**src/rtl/serial_mult_pkg.sv**
```systemverilog
// Shared definitions for the shift-and-add serial multiplier.
package serial_mult_pkg;

  typedef enum logic [1:0] {
    StIdle = 2'd0,
    StCalc = 2'd1,
    StDone = 2'd2
  } mult_state_e;

  localparam int unsigned MinWidth = 2;
  localparam int unsigned MaxWidth = 32;

endpackage

```
**src/rtl/serial_multiplier_param.sv**
```systemverilog
// Serial shift-and-add multiplier: one multiplier bit per cycle, LSB first, with zero-skip
// early exit and sign-magnitude handling of two's-complement operands.
module serial_multiplier_param
  import serial_mult_pkg::*;
#(
  parameter int unsigned WIDTH = 8
) (
  input  logic               clk,
  input  logic               rst_n,
  input  logic               en,
  input  logic               sgn,
  input  logic [WIDTH-1:0]   A,
  input  logic [WIDTH-1:0]   B,
  output logic               busy,
  output logic               valid,
  output logic [2*WIDTH-1:0] S
);

  if (WIDTH < MinWidth || WIDTH > MaxWidth) begin : g_width_check
    $error("serial_multiplier_param: WIDTH out of range");
  end

  localparam int unsigned CntW = $clog2(WIDTH);
  localparam logic [CntW-1:0] LastBit = CntW'(WIDTH - 1);

  // -2^(WIDTH-1) maps onto itself, which read as unsigned is the correct magnitude.
  function automatic logic [WIDTH-1:0] magnitude(input logic [WIDTH-1:0] x);
    return x[WIDTH-1] ? (~x + 1'b1) : x;
  endfunction

  mult_state_e        state_q, state_d;
  logic [2*WIDTH-1:0] mcand_q, mcand_d;
  logic [WIDTH-1:0]   mplr_q, mplr_d;
  logic [2*WIDTH-1:0] acc_q, acc_d;
  logic [CntW-1:0]    cnt_q, cnt_d;
  logic               neg_q, neg_d;
  logic [2*WIDTH-1:0] s_q, s_d;
  logic               valid_q, valid_d;

  always_comb begin
    state_d = state_q;
    mcand_d = mcand_q;
    mplr_d  = mplr_q;
    acc_d   = acc_q;
    cnt_d   = cnt_q;
    neg_d   = neg_q;
    s_d     = s_q;
    valid_d = 1'b0;

    unique case (state_q)
      StIdle: begin
        if (en) begin
          mcand_d = {{WIDTH{1'b0}}, (sgn ? magnitude(A) : A)};
          mplr_d  = sgn ? magnitude(B) : B;
          neg_d   = sgn & (A[WIDTH-1] ^ B[WIDTH-1]);
          acc_d   = '0;
          cnt_d   = '0;
          state_d = StCalc;
        end
      end
      StCalc: begin
        if (mplr_q[0]) begin
          acc_d = acc_q + mcand_q;
        end
        mplr_d  = {1'b0, mplr_q[WIDTH-1:1]};
        mcand_d = {mcand_q[2*WIDTH-2:0], 1'b0};
        cnt_d   = cnt_q + 1'b1;
        if (mplr_d == '0 || cnt_q == LastBit) begin
          state_d = StDone;
        end
      end
      StDone: begin
        // A zero product is never negated, so no negative zero can appear.
        s_d     = (neg_q && acc_q != '0) ? (~acc_q + 1'b1) : acc_q;
        valid_d = 1'b1;
        state_d = StIdle;
      end
      default: begin
        state_d = StIdle;
      end
    endcase
  end

  always_ff @(posedge clk) begin
    if (!rst_n) begin
      state_q <= StIdle;
      mcand_q <= '0;
      mplr_q  <= '0;
      acc_q   <= '0;
      cnt_q   <= '0;
      neg_q   <= 1'b0;
      s_q     <= '0;
      valid_q <= 1'b0;
    end else begin
      state_q <= state_d;
      mcand_q <= mcand_d;
      mplr_q  <= mplr_d;
      acc_q   <= acc_d;
      cnt_q   <= cnt_d;
      neg_q   <= neg_d;
      s_q     <= s_d;
      valid_q <= valid_d;
    end
  end

  assign busy  = (state_q != StIdle);
  assign valid = valid_q;
  assign S     = s_q;

endmodule

```
**config.mk**
```make
export PLATFORM = sky130hd
export DESIGN_NAME = serial_multiplier_param
export DESIGN_NICKNAME = d
export VERILOG_FILES = /design/src/rtl/serial_mult_pkg.sv /design/src/rtl/serial_multiplier_param.sv
export SDC_FILE = /design/constraint.sdc
export NUM_CORES = 1
export LEC_CHECK = 0
export ABC_AREA = 1
export BUFFER_PORTS_ARGS = -buffer_cell sky130_fd_sc_hd__buf_4
export CAP_MARGIN = 40
export CELL_PAD_IN_SITES_DETAIL_PLACEMENT = 1
export CELL_PAD_IN_SITES_GLOBAL_PLACEMENT = 1
export CORE_ASPECT_RATIO = 1.5
export CORE_MARGIN = 3
export CORE_UTILIZATION = 38
export CTS_CLUSTER_DIAMETER = 200
export DETAILED_ROUTE_END_ITERATION = 8
export GPL_TIMING_DRIVEN = 0
export PLACE_DENSITY_LB_ADDON = 0.1
export SYNTH_ARGS = -nofsm -noshare
export SYNTH_HDL_FRONTEND = slang
export SYNTH_SLANG_ARGS = --single-unit
```
**constraint.sdc**
```tcl
create_clock -name clk -period 1.7 [get_ports clk]
set_input_delay 0.17 -clock clk [delete_from_list [all_inputs] [get_ports clk]]
set_output_delay 0.17 -clock clk [all_outputs]
set_load 0.02 [all_outputs]
```
==> results of run 1 <==
[per-layer routing]
layer | global-route usage | part of all wire
met5 | 0 | 0
met1 | 0.2391 | 0.38
met2 | 0.4631 | 0.57
met4 | 0.07666 | 0.021
met3 | 0.03641 | 0.028
[stage by stage]
stage          hold WS [ns]  TNS [ns]  utilization  power, mW
6_report            0.09576  -0.03546       0.5264      4.679
5_1_grt             0.09833   -0.5741       0.5264      4.868
4_1_cts             0.09387         0       0.4906      4.641
3_5_place_dp         0.4540    -4.086       0.4381      2.379
3_3_place_gp         0.4535    -2.751       0.4381      2.355
2_1_floorplan        0.3183         0            -      2.116
[worst paths after layout]
check / start / end / slack (ns) / cells past startpoint
max: acc_q[9]$_SDFFE_PN0P_ / acc_q[15]$_SDFFE_PN0P_ / -0.04 / 10
min: A[0] / mcand_q[0]$_SDFFE_PN0P_ / 0.1 / 3
max reg2reg: acc_q[9]$_SDFFE_PN0P_ / acc_q[15]$_SDFFE_PN0P_ / -0.04 / 10
min reg2reg: cnt_q[0]$_SDFFE_PN0P_ / cnt_q[0]$_SDFFE_PN0P_ / 0.47 / 1
[flip-flops by register name, indices dropped and copies added (netlist names)]
register	cells
S	16
acc_q	16
cnt_q	3
mcand_q	16
mplr_q	8
neg_q	1
state_q	2
valid	1
[cell usage in the layout, fill, tap and decap left out, drive strengths merged]
cell,instances
o22ai,2
a22oi,8
o211ai,1
nand4,5
inv,90
nor3,5
xor2,8
xnor2,3
nor4,1
a21oi,43
fa,1
a31oi,12
o32ai,1
o21ai,25
clkbuf,20
nand3b,5
and2,1
nand3,60
buf,63
bufinv,3
a21o,1
clkinv,3
a211oi,1
ha,20
nor2,60
nand2,206
or2,5
dfxtp,63
[power by group]
| part | switching [mW] | internal [mW] |
|---|---|---|
| combinational | 0.496 | 0.316 |
| clock | 0.756 | 1.48 |
| sequential | 0.0798 | 1.55 |
| total | 1.33 | 3.35 |
[critical path, cell delays in order, from the launching register on]
cell and delay (ns):
dfxtp_4 0.38, ha_4 0.30, nand2_2 0.08, inv_1 0.10, nand2_1 0.11, nor3_1 0.23, nand2_1 0.12, nand2_1 0.08
nand2_1 0.05, nand3_1 0.09, a21oi_1 0.06
[layout make-up]
class                   instances  area, sq um
inverters                      90        342.8
repair buffers                 54        412.9
well taps                     141        176.4
clock inverters                 6        116.4
fillers                      1383         4880
clock buffers                  10        239.0
multi-input cells             474         2718
plain buffers                  19        103.9
flip-flops and latches         63         1315
[logic make-up after synthesis]
kind of cell               count (synthesis)  share of synthesized area
DFF                                       63                     0.3101
buffers and inverters                    109                     0.1074
and+or+nand+nor                          348                     0.3648
adders and majority gates                 21                    0.06644
xor gates and xnor gates                  11                    0.02369
AOI/OAI and AO/OA                         94                     0.1277
[repair_timing]
action | 4_1_cts | 5_1_grt
resized for setup | 37 | 75
pin swaps | 3 | 7
buffers inserted | 7 | 11
setup endpoints to repair | 25 | 41
endpoints found under the hold margin | 0 | 0
==> impl_metrics.env, run 1 <==
export IMPL_run_status="finished, violations left"
export IMPL_failed_checks="negative setup slack"
export IMPL_gp_congestion=0.8848
export IMPL_drtIter0Drc=179
export IMPL_initial_core_util=0.3948
export IMPL_critPathRequiredTime_ns=1.90
export IMPL_crit_type="reg -> reg"
export IMPL_ios=38
export IMPL_worstPathArrival_ns=1.94
export IMPL_nets=752
export IMPL_cts_buffers=9
export IMPL_yosysTopAreaCellShare=0.3101
export IMPL_synth_area_sq_um=4068
export IMPL_cts_root_buf="clkbuf_16"
export IMPL_leakagePower_nw=2.566
export IMPL_hp_class="in -> reg"
export IMPL_vias=4491
export IMPL_ys_warn_count=0
export IMPL_cp_start_kind="register"
export IMPL_place_inst=823
export IMPL_critPathCaptureType="register"
export IMPL_p_per_area_nw_per_um2=862.7
export IMPL_ys_top_cells_by_area="dfxtp_1, nand2_1, inv_1"
export IMPL_cts_max_path_buffers=2
export IMPL_yosysSeqAreaShare=0.3101
export IMPL_synth_most_common_cell="nand2_1"
export IMPL_report_final_slew_viol_count=0
export IMPL_fp_dieH_um=132.7
export IMPL_row_count=45
export IMPL_postSynthCellCount=646
export IMPL_dieArea_sq_um=12010
export IMPL_synthDistinctLibCells=36
export IMPL_fin_cells=857
export IMPL_syn_nets=687
export IMPL_avgSynthCellArea_sq_um=6.297
export IMPL_globalRouteOverflowTotal=0
export IMPL_min_period_ns=1.735
export IMPL_fin_worst_skew_ns=0.007332
export IMPL_ys_ff_latch=63
export IMPL_die_w_um=90.48
export IMPL_post_place_ws_ns=-0.3127
export IMPL_cts_tree="yes"
export IMPL_final_antenna_net_count=0
export IMPL_numPortBuffers=36
export IMPL_grt_max_degree=13
export IMPL_fin_crit_sh=1.021
export IMPL_dr_pass1_iters=4
export IMPL_coreArea_sq_um=10300
export IMPL_clock_sinks=63
export IMPL_wl_per_cell_um=16.79
export IMPL_dp_hpwl_mm=10.31
export IMPL_cts_htree_levels=3
export IMPL_tightest_slew_ns=0.6635
export IMPL_rsz0062_at_grt="yes"
export IMPL_dpl_cell_area_sq_um=4514
export IMPL_fmax_ghz=0.5762
export IMPL_vias_per_cell=5.240
export IMPL_post_route_drc_count=0
export IMPL_hold_buffers=0
export IMPL_maxCapViolCount=0
export IMPL_final_area_sq_um=5424
export IMPL_clk_latency_ns=0.34
export IMPL_area_growth_pct=33.34
export IMPL_grt_pass1_vias=4597
export IMPL_antenna_found_initial=0
export IMPL_synth_common_cells="nand2_1, inv_1, dfxtp_1, nand3_1, nor2_1"
export IMPL_setup_violations=1
export IMPL_path_max_fanout=6
export IMPL_synth_ff_type="dfxtp_1"
export IMPL_layout_setup_ws_ns=-0.03546
export IMPL_finalWirelength_mm=14.39
export IMPL_grt_use_total=0.2318
export IMPL_grt_pass1_wl_mm=22.22
export IMPL_layout_drive_gt1_share=0.2542
export IMPL_relSlewSlack=0.5577
export IMPL_hold_viol_final=0
export IMPL_ir_drop_mv=0.5483
export IMPL_postSynth_asyncResetShare=0
export IMPL_diodes=0
export IMPL_synth_edf_count=0
export IMPL_clkTransAtPathRegs_ns=0.06
export IMPL_synth_top_cell_by_area="dfxtp_1"
Power figures use the tool's default switching activity.
==> inputs of run 2 (changes only) <==
--- a/config.mk
+++ b/config.mk
@@ -12,11 +12,12 @@
 export CELL_PAD_IN_SITES_GLOBAL_PLACEMENT = 1
 export CORE_ASPECT_RATIO = 1.5
 export CORE_MARGIN = 3
-export CORE_UTILIZATION = 38
+export CORE_UTILIZATION = 36
 export CTS_CLUSTER_DIAMETER = 200
 export DETAILED_ROUTE_END_ITERATION = 8
 export GPL_TIMING_DRIVEN = 0
 export PLACE_DENSITY_LB_ADDON = 0.1
+export REMOVE_ABC_BUFFERS = 1
 export SYNTH_ARGS = -nofsm -noshare
 export SYNTH_HDL_FRONTEND = slang
 export SYNTH_SLANG_ARGS = --single-unit
==> run 2 against run 1 <==
Against the previous run:
- the flow now finishes without violations
- non-clock buffer count decreased by 19
- hold slack improved by 0.031 ns
- core utilization decreased by 4.6 points
- combinational power decreased by 3.0%
- largest power group unchanged
- highest routed layer unchanged
==> impl_metrics.env, run 2 (synthesis gave the netlist of run 1 again) <==
export IMPL_ir_drop_mv=0.4491
export IMPL_tightest_slew_ns=0.6577
export IMPL_clk_latency_ns=0.33
export IMPL_setup_violations=0
export IMPL_cts_buffers=9
export IMPL_p_per_area_nw_per_um2=825.7
export IMPL_final_antenna_net_count=0
export IMPL_layout_setup_ws_ns=0.05921
export IMPL_pwr_share_seq=0.379
export IMPL_antenna_found_initial=0
export IMPL_path_max_fanout=4
export IMPL_post_route_drc_count=0
export IMPL_grt_max_degree=45
export IMPL_fmax_ghz=0.6095
export IMPL_critPathRequiredTime_ns=1.93
export IMPL_grt_pass1_wl_mm=21.11
export IMPL_rrSetupSlack_ns=0.06
export IMPL_min_period_ns=1.641
export IMPL_relSlewSlack=0.5610
export IMPL_vias_per_cell=5.160
export IMPL_finalSetupTns_ns=0
export IMPL_final_area_sq_um=5197
export IMPL_ios=38
export IMPL_cts_root_buf="clkbuf_16"
export IMPL_fin_crit_sh=0.9652
export IMPL_finalWirelength_mm=13.26
export IMPL_sw_frac_of_total=0.2952
export IMPL_dieArea_sq_um=12640
export IMPL_clkTransAtPathRegs_ns=0.05
export IMPL_combPwrFrac=0.184
export IMPL_vias=4345
export IMPL_drtIter0Drc=226
export IMPL_critPathCaptureType="register"
export IMPL_fin_worst_skew_ns=0.008094
export IMPL_maxCapViolCount=0
export IMPL_crit_chain="ha_4, inv_2, fa_2, inv_2, buf_4, buf_4, a21oi_1, o21ai_0, a211oi_1"
export IMPL_cp_start_kind="register"
export IMPL_gp_congestion=0.8526
export IMPL_internal_power_mw=3.025
export IMPL_diodes=0
export IMPL_grt_pass1_vias=4501
export IMPL_dp_hpwl_mm=9.444
export IMPL_coreArea_sq_um=10820
export IMPL_area_growth_pct=27.78
export IMPL_hold_worst_slack_ns=0.1265
export IMPL_fp_dieH_um=136.2
export IMPL_run_status="finished, final reports clean"
export IMPL_die_w_um=92.79
export IMPL_globalRouteOverflowTotal=0
export IMPL_cts_tree="yes"
export IMPL_p_sw_mw=1.267
export IMPL_clkPwrFrac=0.437
export IMPL_cts_htree_levels=3
export IMPL_dpl_cell_area_sq_um=4474
export IMPL_crit_type="reg -> reg"
export IMPL_initial_core_util=0.3759
export IMPL_grt_use_total=0.2109
export IMPL_report_final_slew_viol_count=0
export IMPL_leakagePower_nw=2.437
export IMPL_hold_viol_final=0
export IMPL_worstPathArrival_ns=1.87
export IMPL_final_cell_mix="nand2_1, inv_1, nor2_1, nand3_1, buf_4"
export IMPL_wl_per_cell_um=15.75
export IMPL_rsz0062_at_grt="yes"
export IMPL_nets=734
export IMPL_slowest_stage="dfxtp_4"
export IMPL_clock_sinks=63
export IMPL_layout_drive_gt1_share=0.2235
export IMPL_dr_pass1_iters=4
export IMPL_max_stage_delay_ns=0.36
export IMPL_final_common_cell="nand2_1"
export IMPL_numPortBuffers=37
export IMPL_row_count=46
export IMPL_hp_class="in -> reg"
export IMPL_post_place_ws_ns=-0.3782
export IMPL_cts_max_path_buffers=2
==> run 2: path summary, 6_finish.rpt <==
| kind | startpoint | depth (start not counted) | endpoint |
|---|---|---|---|
| hold reg to reg | S[1]$_SDFFE_PN0P_ | 2 | S[1]$_SDFFE_PN0P_ |
| setup reg to reg | acc_q[0]$_SDFFE_PN0P_ | 9 | acc_q[2]$_SDFFE_PN0P_ |
| setup / recovery | acc_q[0]$_SDFFE_PN0P_ | 9 | acc_q[2]$_SDFFE_PN0P_ |
| hold / removal | A[0] | 3 | mcand_q[0]$_SDFFE_PN0P_ |
==> run 2: cell type report <==
class	count	area, sq um
Tap cell	144	180.2
Multi-Input combinational cell	475	2616
Timing Repair Buffer	54	441.7
Inverter	90	350.3
Clock inverter	6	60.06
Clock buffer	10	239.0
Fill cell	1477	5623
Sequential cell	63	1310
==> run 2: per-layer routing <==
layer  track usage  wire length, um  part of all wire  vias to the layer above
met3       0.02713              349             0.026                       18
met5             0                0                 0                        -
li1              -                -                 -                     2177
met2        0.4281             7531              0.57                       59
met4       0.06927              352             0.027                        0
met1        0.2158             5025              0.38                     2091
==> run 2: worst max-delay path, delay by kind of cell, from the launching register on <==
kind / cells / cell delay [ns]
adders and majority gates: 2 / 0.35
buffers and inverters: 4 / 0.35
AOI/OAI and AO/OA: 3 / 0.47
DFF: 1 / 0.36
==> run 2: per-stage QoR <==
step                        util  std cells  power [mW]
after CTS                 0.4576        836       4.268
after global routing      0.4803        842       4.487
after global placement    0.4091        808       2.311
after detailed placement  0.4135        810       2.355
final                     0.4803        842       4.292
after floorplan                -        627       2.083
==> run 2: power groups by stage <==
stage          combinational (mW)  clock [mW]  sequential, mW
2_1_floorplan               0.415           0            1.67
3_3_place_gp                0.659           0            1.65
3_5_place_dp                0.699           0            1.66
4_1_cts                     0.750        1.89            1.63
5_1_grt                     0.878        1.97            1.64
6_report                    0.788        1.88            1.63
==> run 2: repair_timing <==
item / CTS / global route
hold buffers: 0 / 0
pin swaps: 2 / 5
buffers inserted: 9 / 6
gates resized for setup: 36 / 46
cloned: 1 / 0
endpoints found under the setup margin: 50 / 40
==> inputs of run 3 (changes only) <==
--- a/config.mk
+++ b/config.mk
@@ -13,6 +13,7 @@
 export CORE_ASPECT_RATIO = 1.5
 export CORE_MARGIN = 3
 export CORE_UTILIZATION = 36
+export CTS_BUF_LIST = sky130_fd_sc_hd__clkbuf_8
 export CTS_CLUSTER_DIAMETER = 200
 export DETAILED_ROUTE_END_ITERATION = 8
 export GPL_TIMING_DRIVEN = 0
==> run 3 against run 2 <==
Against the previous run:
- core utilization decreased by 0.67 points
- clock power decreased by 28%
- critical path depth increased by 1
- flip-flop and latch count unchanged
- largest cell class unchanged
- highest routed layer unchanged
==> impl_metrics.env, run 3 (synthesis gave the netlist of run 1 again) <==
export IMPL_grt_max_degree=45
export IMPL_grt_use_total=0.2081
export IMPL_p_per_area_nw_per_um2=736.2
export IMPL_place_inst=810
export IMPL_cts_root_buf="clkbuf_8"
export IMPL_ir_drop_mv=0.3471
export IMPL_clk_latency_ns=0.35
export IMPL_cts_max_path_buffers=2
export IMPL_cp_start_kind="register"
export IMPL_clock_sinks=63
export IMPL_fp_dieH_um=136.2
export IMPL_leakagePower_nw=2.403
export IMPL_reg2reg_to="acc_q[14]$_SDFFE_PN0P_"
export IMPL_ios=38
export IMPL_final_antenna_net_count=0
export IMPL_antenna_found_initial=0
export IMPL_dieArea_sq_um=12640
export IMPL_crit_chain="ha_4, nand2_1, inv_1, nand2_1, nor3_1, nand2_2, nand2_1, nand2_1, nand3_1, a21oi_1"
export IMPL_coreArea_sq_um=10820
export IMPL_worstPathArrival_ns=1.88
export IMPL_slowest_stage="dfxtp_4"
export IMPL_drtIter0Drc=133
export IMPL_area_growth_pct=25.99
export IMPL_cts_buffers=9
export IMPL_grt_pass1_vias=4450
export IMPL_fin_crit_sh=0.9741
export IMPL_report_final_slew_viol_count=0
export IMPL_final_cell_mix="nand2_1, inv_1, nor2_1, nand3_1, buf_4"
export IMPL_fmax_ghz=0.6039
export IMPL_critPathRequiredTime_ns=1.93
export IMPL_initial_core_util=0.3759
export IMPL_min_period_ns=1.656
export IMPL_final_common_cell="nand2_1"
export IMPL_die_w_um=92.79
export IMPL_hold_depth=3
export IMPL_dr_pass1_iters=4
export IMPL_nets=736
export IMPL_globalRouteOverflowTotal=0
export IMPL_path_depth=10
export IMPL_run_status="finished, final reports clean"
export IMPL_gp_congestion=0.8526
export IMPL_post_route_drc_count=0
export IMPL_worstReg2RegStart="acc_q[8]$_SDFFE_PN0P_"
export IMPL_endpoint="acc_q[14]$_SDFFE_PN0P_"
export IMPL_maxCapViolCount=0
export IMPL_crit_type="reg -> reg"
export IMPL_row_count=46
export IMPL_cts_tree="yes"
export IMPL_rrSetupSlack_ns=0.04
export IMPL_grt_pass1_wl_mm=20.93
export IMPL_fillers=1492
export IMPL_tightest_slew_ns=0.6601
export IMPL_cpMostUsedCell="nand2_1"
export IMPL_layout_drive_gt1_share=0.2286
export IMPL_setup_violations=0
export IMPL_fin_worst_skew_ns=0.01309
export IMPL_critPathCaptureType="register"
export IMPL_cts_htree_levels=3
export IMPL_vias=4332
export IMPL_critPathTopFamily="simple AND/OR/NAND/NOR gates"
export IMPL_hold_buffers=0
export IMPL_rr_worst_depth=10
export IMPL_max_stage_delay_ns=0.39
export IMPL_fin_cells=844
export IMPL_rsz0062_at_grt="yes"
export IMPL_numPortBuffers=37
export IMPL_hp_class="in -> reg"
export IMPL_utilization=0.4736
export IMPL_diodes=0
export IMPL_crit_path_start="acc_q[8]$_SDFFE_PN0P_"
export IMPL_clkTransAtPathRegs_ns=0.08
export IMPL_finalWirelength_mm=13.02
export IMPL_wl_per_cell_um=15.42
export IMPL_hold_viol_final=0
export IMPL_relSlewSlack=0.5595
export IMPL_path_buf_inv=1
export IMPL_vias_per_cell=5.133
export IMPL_path_max_fanout=5
export IMPL_dp_hpwl_mm=9.444
run 3: cell count changes in the layout (fill, tap and decap cells not counted), sizes merged:
cell and delta:
buf +2
run 3: worst min path at each step:
stage / startpoint / end
floorplan: rst_n / mplr_q[1]$_SDFFE_PN0P_
global placement: A[0] / mcand_q[0]$_SDFFE_PN0P_
detailed placement: A[0] / mcand_q[0]$_SDFFE_PN0P_
CTS: A[0] / mcand_q[0]$_SDFFE_PN0P_
global route: A[0] / mcand_q[0]$_SDFFE_PN0P_
finish: A[0] / mcand_q[0]$_SDFFE_PN0P_
run 3: worst min-delay path: cells and delay by family:
kind | cells | cell delay (ns)
compound gates | 1 | 0.06
buf+inv | 1 | 0.11
simple gates | 1 | 0.05
run 3: where the power goes:
part           total (mW)  switching [mW]  internal, mW
logic               0.797           0.480         0.316
clock network        1.36           0.647         0.709
registers            1.62          0.0776          1.54
total                3.77            1.20          2.57
run 3: layer usage:
metal	wire, um	share of wire	vias up	GRT usage
met5	0	0	-	0
met4	319	0.025	0	0.06520
met3	299	0.023	16	0.02713
met2	7368	0.57	49	0.4228
met1	5028	0.39	2088	0.2138
li1	-	-	2179	-
run 3: layout make-up:
type                       count  area (sq um)  area share
multi-input combinational    475          2621      0.5115
sequential                    63          1319      0.2573
clock inverter                 6         60.06     0.01172
clock buffer                  10         137.6     0.02686
tap                          144         180.2     0.03516
timing repair buffer          56         456.7     0.08911
inverter                      90         350.3     0.06836
run 3: what timing repair did:
item,in CTS,in global routing
gates cloned,1,0
pin swaps,2,3
setup buffers,9,8
resized for setup,31,57
endpoints found under the setup margin,50,42
run 3: through the flow:
| step | total power, mW | hold slack (ns) | TNS [ns] | cell area [sq um] | setup slack, ns |
|---|---|---|---|---|---|
| after detailed placement | 2.355 | 0.4549 | -11.38 | 4474 | -0.3782 |
| after CTS | 3.743 | 0.08457 | 0 | 4830 | 0.004874 |
| after floorplan | 2.083 | 0.2676 | 0 | 3969 | 0.006243 |
| after global routing | 3.959 | 0.09884 | -0.1177 | 5125 | -0.07126 |
| after global placement | 2.311 | 0.4521 | -10.93 | 4427 | -0.3773 |
| final | 3.773 | 0.1041 | 0 | 5125 | 0.04401 |
